==> config.mk <==
export PLATFORM = sky130hd
export DESIGN_NAME = m_cp0
export DESIGN_NICKNAME = d
export VERILOG_FILES = /design/src/rtl/m_cp0_pkg.sv /design/src/rtl/m_cp0_timer.sv /design/src/rtl/m_cp0.sv
export SDC_FILE = /design/constraint.sdc
export NUM_CORES = 1
export LEC_CHECK = 0
export ABC_AREA = 0
export ABC_CLOCK_PERIOD_IN_PS = 3450
export CAP_MARGIN = 20
export CORE_MARGIN = 1
export CORE_UTILIZATION = 40
export CTS_CLUSTER_SIZE = 14
export DETAILED_ROUTE_END_ITERATION = 12
export MAX_ROUTING_LAYER = met4
export PLACE_DENSITY = 0.78
export SYNTH_ARGS = -nofsm -noshare
export SYNTH_HDL_FRONTEND = slang
export SYNTH_SLANG_ARGS = --single-unit
==> constraint.sdc <==
create_clock -name clk -period 3.45 [get_ports clk]
set_clock_uncertainty 0.2 [all_clocks]
set_input_delay 0.345 -clock clk [delete_from_list [all_inputs] [get_ports clk]]
set_output_delay 0.345 -clock clk [all_outputs]
set_load 0.01 [all_outputs]
==> src/rtl/m_cp0_pkg.sv <==
// Shared definitions for the CP0 exception/interrupt receiver:
// register numbers, ExcCode values, field bit positions, handler entry.
package m_cp0_pkg;

  localparam logic [31:0] HANDLER_PC = 32'h0000_4180;

  // CP0 register numbers
  localparam logic [4:0] CP0_COUNT   = 5'd9;
  localparam logic [4:0] CP0_COMPARE = 5'd11;
  localparam logic [4:0] CP0_SR      = 5'd12;
  localparam logic [4:0] CP0_CAUSE   = 5'd13;
  localparam logic [4:0] CP0_EPC     = 5'd14;

  typedef enum logic [4:0] {
    EXC_INT     = 5'd0,
    EXC_ADEL    = 5'd4,
    EXC_ADES    = 5'd5,
    EXC_SYSCALL = 5'd8,
    EXC_RI      = 5'd10,
    EXC_OV      = 5'd12
  } exc_code_e;

  // Field bit positions
  localparam int unsigned SR_IE_BIT      = 0;
  localparam int unsigned SR_EXL_BIT     = 1;
  localparam int unsigned IM_LO          = 10;
  localparam int unsigned IM_HI          = 15;
  localparam int unsigned CAUSE_BD_BIT   = 31;
  localparam int unsigned CAUSE_EXC_LO   = 2;
  localparam int unsigned CAUSE_EXC_HI   = 6;

endpackage

==> src/rtl/m_cp0_timer.sv <==
// Count/Compare timer for CP0 (only present when CP0_TIMER_EN is defined).
// Ports:
//   clk, reset        clock, synchronous active-high reset
//   i_we_count        mtc0 to Count this cycle
//   i_we_compare      mtc0 to Compare this cycle
//   i_din             mtc0 write data
//   o_count           current Count
//   o_compare         current Compare
//   o_ti              timer interrupt pending
`ifdef CP0_TIMER_EN
module m_cp0_timer (
  input  logic        clk,
  input  logic        reset,
  input  logic        i_we_count,
  input  logic        i_we_compare,
  input  logic [31:0] i_din,
  output logic [31:0] o_count,
  output logic [31:0] o_compare,
  output logic        o_ti
);

  logic [31:0] r_count;
  logic [31:0] r_compare;
  logic        r_ti;

  always_ff @(posedge clk) begin
    if (reset) begin
      r_count   <= '0;
      r_compare <= '0;
      r_ti      <= 1'b0;
    end else begin
      r_count <= i_we_count ? i_din : r_count + 32'd1;
      if (i_we_compare) begin
        r_compare <= i_din;
      end
      // A Compare write clears TI even if the match occurs in the same cycle
      if (i_we_compare) begin
        r_ti <= 1'b0;
      end else if (r_count == r_compare) begin
        r_ti <= 1'b1;
      end
    end
  end

  assign o_count   = r_count;
  assign o_compare = r_compare;
  assign o_ti      = r_ti;

endmodule
`endif

==> src/rtl/m_cp0.sv <==
// CP0 exception/interrupt receiver at the M stage. Holds SR, Cause, EPC,
// arbitrates interrupts over synchronous exceptions and raises Req to flush
// the pipeline. Services mfc0 (A1/DOut), mtc0 (A2/DIn/WE) and eret (EXLClr).
// Optional macro CP0_TIMER_EN adds Count(9)/Compare(11) and timer interrupt
// on IP[15].
// Ports:
//   clk, reset     clock, synchronous active-high reset
//   A1             mfc0 read register number
//   A2, DIn, WE    mtc0 register number, data, enable
//   VPC, BDIn      PC of M instruction, delay-slot flag
//   ExcCodeIn      pipelined exception code (0 = none)
//   HWInt          level-sensitive external interrupt lines
//   EXLClr         eret in M
//   DOut           mfc0 read data (combinational)
//   EPCOut         current EPC
//   Req            take exception/interrupt this cycle (combinational)
module m_cp0
  import m_cp0_pkg::*;
#(
  parameter logic [31:0] HANDLER_PC = m_cp0_pkg::HANDLER_PC
) (
  input  logic        clk,
  input  logic        reset,
  input  logic [4:0]  A1,
  input  logic [4:0]  A2,
  input  logic [31:0] DIn,
  input  logic        WE,
  input  logic [31:0] VPC,
  input  logic        BDIn,
  input  logic [4:0]  ExcCodeIn,
  input  logic [5:0]  HWInt,
  input  logic        EXLClr,
  output logic [31:0] DOut,
  output logic [31:0] EPCOut,
  output logic        Req
);

  logic [5:0]  r_im;
  logic        r_exl;
  logic        r_ie;
  logic        r_bd;
  logic [5:0]  r_ip;
  logic [4:0]  r_exccode;
  logic [31:0] r_epc;

  logic        w_ti;
  logic [5:0]  w_ip_eff;
  logic        w_int_req;
  logic        w_exc_req;
  logic [31:0] w_epc_raw;
  logic [31:0] w_epc_next;
  logic [31:0] w_sr;
  logic [31:0] w_cause;
  logic        w_mtc0;

`ifdef CP0_TIMER_EN
  logic [31:0] w_count;
  logic [31:0] w_compare;

  m_cp0_timer u_timer (
    .clk          (clk),
    .reset        (reset),
    .i_we_count   (w_mtc0 && (A2 == CP0_COUNT)),
    .i_we_compare (w_mtc0 && (A2 == CP0_COMPARE)),
    .i_din        (DIn),
    .o_count      (w_count),
    .o_compare    (w_compare),
    .o_ti         (w_ti)
  );
`else
  assign w_ti = 1'b0;
`endif

  assign w_ip_eff  = {HWInt[5] | w_ti, HWInt[4:0]};
  assign w_int_req = r_ie & ~r_exl & (|(w_ip_eff & r_im));
  assign w_exc_req = ~r_exl & (ExcCodeIn != 5'd0);
  // Gated by reset so a reset mid-exception drops Req in the same cycle
  assign Req       = ~reset & (w_int_req | w_exc_req);
  assign w_mtc0    = WE & ~Req;

  assign w_epc_raw  = BDIn ? (VPC - 32'd4) : VPC;
  assign w_epc_next = {w_epc_raw[31:2], 2'b00};

  always_ff @(posedge clk) begin
    if (reset) begin
      r_im      <= '0;
      r_exl     <= 1'b0;
      r_ie      <= 1'b0;
      r_bd      <= 1'b0;
      r_ip      <= '0;
      r_exccode <= '0;
      r_epc     <= '0;
    end else begin
      r_ip <= w_ip_eff;
      if (Req) begin
        r_exl     <= 1'b1;
        r_exccode <= w_int_req ? EXC_INT : ExcCodeIn;
        r_bd      <= BDIn;
        r_epc     <= w_epc_next;
      end else begin
        if (w_mtc0 && (A2 == CP0_SR)) begin
          r_im  <= DIn[IM_HI:IM_LO];
          r_exl <= DIn[SR_EXL_BIT];
          r_ie  <= DIn[SR_IE_BIT];
        end
        if (w_mtc0 && (A2 == CP0_EPC)) begin
          r_epc <= DIn;
        end
        // eret overrides only the EXL bit of a coincident SR write
        if (EXLClr) begin
          r_exl <= 1'b0;
        end
      end
    end
  end

  always_comb begin
    w_sr                          = '0;
    w_sr[IM_HI:IM_LO]             = r_im;
    w_sr[SR_EXL_BIT]              = r_exl;
    w_sr[SR_IE_BIT]               = r_ie;
    w_cause                       = '0;
    w_cause[CAUSE_BD_BIT]         = r_bd;
    w_cause[IM_HI:IM_LO]          = r_ip;
    w_cause[CAUSE_EXC_HI:CAUSE_EXC_LO] = r_exccode;
  end

  always_comb begin
    DOut = '0;
    case (A1)
      CP0_SR:      DOut = w_sr;
      CP0_CAUSE:   DOut = w_cause;
      CP0_EPC:     DOut = r_epc;
`ifdef CP0_TIMER_EN
      CP0_COUNT:   DOut = w_count;
      CP0_COMPARE: DOut = w_compare;
`endif
      default:     DOut = '0;
    endcase
  end

  assign EPCOut = r_epc;

endmodule
==> results.md <==
- The worst register-to-register path begins at r_im[0].
- The root buffer cell chosen for the clock tree is sky130_fd_sc_hd__clkbuf_8.
- The count of flip-flops with a built-in enable after synthesis is 0.
- The die covers roughly 8900 um^2.
- For this configuration, the core starts out at a cell density of 41.34%.
- The overflow left after global routing is 0.
- The run finished with clean final reports.
- Adding up every negative setup slack in the final design gives 0 ps.
- Along the worst path, the maximum fanout reaches 12.
- The min-delay analysis places its worst path in the category flip-flop to flip-flop.
- The count of instances resized after the clock tree is built is 0.
- Dividing the detail-routed via count by the number of cells gives roughly 6.1.
- The kind of capture point of the worst setup path is a primary output.
- The deepest level of the CTS H-tree is 2.
- At the worst endpoint, the required time is 2900 ps.
- For the pin with the worst max-slew slack, the measured transition is 701.0 ps.
- The number of endpoints with negative hold slack in the final report came to 0.
- The proportion of total power due to net switching is 29.54%.
- The area of the mapped netlist is 3397 um^2.
- The number of clock sinks seen by CTS is 52.
- The antenna cell count is 0.
- The worst register-to-register path has a setup slack of roughly 1100 ps.
- The number of cell instances on the worst register-to-register path is 5.
- The count of endpoints failing setup in the final report is 0.
- The global-route usage over all layers is 27.19%.
- The commonest register cell after synthesis is sky130_fd_sc_hd__dfxtp_1.
- The count of cell types in the netlist is roughly 50.
- Compared with the post-synthesis result, the final layout area differs by 51.97%.
- The type of origin of the critical path is an input pin.
- Buffers placed on the I/O ports in this run total 152.
- The routed design could run at a clock period as short as 3060 ps.
- Walking the worst path, the cells encountered are clkdlybuf4s50_1 -> or4_1 -> o21ba_2 -> nor2_1 -> nor2_1 -> clkdlybuf4s50_1.
- The library cell contributing the largest single delay on the critical path is sky130_fd_sc_hd__or4_1.
- Sequential cells were found to cover 30.64% of the synthesized design area.
- The share of flip-flops with an asynchronous set or reset is 0%.
- Data on the critical path arrives at its endpoint at 2520 ps.
- The initial antenna violation count came to 0.
- The chip height is about 94 um.
- The synthesized area divided by synthesized cell count is 8.514 um^2.
- The worst pin sits at a relative slew slack of roughly 53%.
- The path with the worst hold slack has its endpoint at r_bd.
- The cell type group with the largest total delay on the critical path is buffers and inverters.
- The number of inserted filler cells in the final layout is roughly 720.
- When the netlist entered floorplanning its net count stood at roughly 500.
- The register bit count reported by yosys is 52.
- TritonCTS built the clock tree.
- The congestion estimate from routability-driven global placement came to 0.8966.
- The leakage power total is 1.686 nW.
- The number of remaining DRC errors is 0.
- Cells with a size suffix above 1 make up under 10% of the layout.
- The number of iterations in the first detailed-routing pass is 5.
- Setup repair after global routing left no endpoint under its margin.
- The number of pins exceeding their max-slew limit in the final report is 0.
- After the first detailed-routing iteration, the DRC count stood at 266.
- In this design, the stage delay of the slowest critical-path cell is 560 ps.
- The hold-fix buffer count after cts is 0.
- The Yosys step of the flow raised 0 warnings.
- In this run the critical register-to-register path is captured at EPCOut[29].
- The part of the cycle the worst path needs is 88.71%.
- The reported max-cap violation count is 0.
- The remaining antenna violation count after routing is 0.
- Entering global routing, the biggest net connects 42 pins.
- Registers are responsible for a little under half of the overall power.
- The critical path class is input pin to primary output.
- VDD sags by at most ~0.22 mV.
- The longest clock path from root to sink contains 2 buffers.
- The number of cells traversed by the worst hold path is 2.
- The via count of the first global-routing pass is 3720.
- After legalization and detailed placement, the total HPWL measured 8.937 mm.
- Power spread over the standard cell area amounts to 287.3 nW/um^2.
- The net switching power is 0.4381 mW.
- In this run the most critical hold path is launched from r_bd.
- The die is 94.16 um wide.
- The wire length of the first global-routing pass is 18.47 mm.
- The clock latency of the later-clocked register in the worst-skew pair is 310 ps.
- The internal portion of the total power is roughly 1.0 mW.
- The total core area is roughly 8000 um^2.
- The clock-pin slew of the registers on the worst-case setup and hold paths is 90 ps.
- The setup fix buffers added after clock tree synthesis is 0.
- Dividing the detail-routed wire length by the instance count gives 18.40 um.
- After the last flow step, the layout net total stands at around 630.
- The clock network fraction of total power is approximately 26%.
- The number of rows created at floorplan is 33.
- The routed design has between 10 and 15 mm of wire.
- The number of instances in the synthesized netlist is 399.
- The routed layout has slightly below 4000 vias.
- In this run, CTS created clock tree buffers numbering 5.
- The upper clock frequency limit is 326.8 MHz.
- The share of total power in combinational logic is 28.3%.
- The number of ports placed on the die boundary is 155.
- The total buffers and inverters traversed by the critical path is 2.
- The post-layout total power is 1.483 mW.
[cell usage after synthesis, types with 7 or more instances]
cell                         n  share of area [%]
sky130_fd_sc_hd__a311oi_1   16                4.1
sky130_fd_sc_hd__nand2_1    28                3.1
sky130_fd_sc_hd__o21ai_0    11                1.6
sky130_fd_sc_hd__nor3_1      9                1.3
sky130_fd_sc_hd__nor2_1     13                1.4
sky130_fd_sc_hd__dfxtp_1    52                 31
sky130_fd_sc_hd__or4_1      16                3.5
sky130_fd_sc_hd__and2_1     18                3.3
sky130_fd_sc_hd__a211oi_1   15                3.3
sky130_fd_sc_hd__o31ai_1    11                2.4
sky130_fd_sc_hd__a2111oi_0  23                5.9
sky130_fd_sc_hd__mux2i_1    28                8.3
sky130_fd_sc_hd__nor4_1      7                1.3
sky130_fd_sc_hd__o31a_1     23                5.9
sky130_fd_sc_hd__or3_1      14                2.6
sky130_fd_sc_hd__clkbuf_1   33                3.6
[registers in the layout, summed over array words and instances, names as in the netlist]
register,count
r_ip,6
r_ie,1
r_exccode,5
r_bd,1
r_im,6
r_exl,1
EPCOut,32
[power by group through the flow]
stage	logic, mW	clock network [mW]	registers [mW]
3_3_place_gp	0.409	0	0.691
2_1_floorplan	0.163	0	0.697
5_1_grt	0.450	0.403	0.686
4_1_cts	0.418	0.390	0.680
3_5_place_dp	0.416	0	0.693
6_report	0.419	0.384	0.680
[stage by stage]
step                hold WS, ps  cells  utilization [%]  instance area (um^2)  worst slack, ps
detailed placement        265.8    635            61.66                  5066            197.9
floorplan                 243.4    399                -                  3397            913.8
finish                    279.1    643            62.83                  5162            389.6
CTS                       281.8    643            62.83                  5162            381.6
global route              301.2    643            62.83                  5162            265.5
global placement          253.0    635            61.66                  5066            226.2
[cell families after synthesis]
kind of cell	synth area share, %
xor gates and xnor gates	2.578
and+or+nand+nor	22.69
buffers and inverters	5.562
DFF	30.64
AOI/OAI and AO/OA	29.91
adders and majority gates	0.3683
muxes	8.250
[final cells by class]
type | instances | area [um^2] | share of cell area (%)
tap | 105 | 131.4 | 2.545
sequential | 52 | 1041 | 20.16
multi-input combinational | 299 | 2196 | 42.54
timing repair buffer | 172 | 1672 | 32.38
clock inverter | 2 | 13.76 | 0.2666
inverter | 7 | 26.28 | 0.5090
clock buffer | 6 | 82.58 | 1.600
[per-layer routing]
| metal | track usage [%] | vias to the layer above | part of all wire, % |
|---|---|---|---|
| li1 | - | 1851 | - |
| met5 | - | - | 0 |
| met1 | 33.86 | 1866 | 43 |
| met3 | 4.450 | 24 | 6.6 |
| met4 | 10.77 | 0 | 2.6 |
| met2 | 43.72 | 172 | 48 |
[placed cells by master, fill, tap and decap left out, types with 7 or more instances in the layout]
master / netlist / routed
sky130_fd_sc_hd__or3_1: 14 / 14
sky130_fd_sc_hd__mux2i_1: 28 / 28
sky130_fd_sc_hd__a2111oi_0: 23 / 23
sky130_fd_sc_hd__and2_1: 18 / 18
sky130_fd_sc_hd__or4_1: 16 / 16
sky130_fd_sc_hd__nor4_1: 7 / 7
sky130_fd_sc_hd__clkdlybuf4s50_1: 0 / 152
sky130_fd_sc_hd__a311oi_1: 16 / 15
sky130_fd_sc_hd__nor3_1: 9 / 8
sky130_fd_sc_hd__nor2_1: 13 / 13
sky130_fd_sc_hd__o31a_1: 23 / 23
sky130_fd_sc_hd__buf_4: 0 / 20
sky130_fd_sc_hd__dfxtp_1: 52 / 52
sky130_fd_sc_hd__nand2_1: 28 / 28
sky130_fd_sc_hd__o31ai_1: 11 / 11
sky130_fd_sc_hd__o21ai_0: 11 / 11
sky130_fd_sc_hd__a211oi_1: 15 / 15
[worst register-to-register path, cell delays in order (launching register included)]
cell and delay [ps]:
sky130_fd_sc_hd__dfxtp_1 330, sky130_fd_sc_hd__a22oi_1 350, sky130_fd_sc_hd__a311o_1 490, sky130_fd_sc_hd__nand2_1 350, sky130_fd_sc_hd__buf_4 310, sky130_fd_sc_hd__a311oi_1 260
[worst max path at each step]
stage | from | endpoint | slack, ps | cells past startpoint
2_1_floorplan | VPC[10] | EPCOut[18] | 910 | 6
3_3_place_gp | VPC[18] | EPCOut[25] | 230 | 5
3_5_place_dp | VPC[16] | EPCOut[25] | 200 | 5
4_1_cts | A1[3] | DOut[31] | 380 | 7
5_1_grt | A1[3] | DOut[31] | 270 | 7
6_report | ExcCodeIn[1] | Req | 390 | 6
No activity file was read; power rests on OpenSTA's default activity.
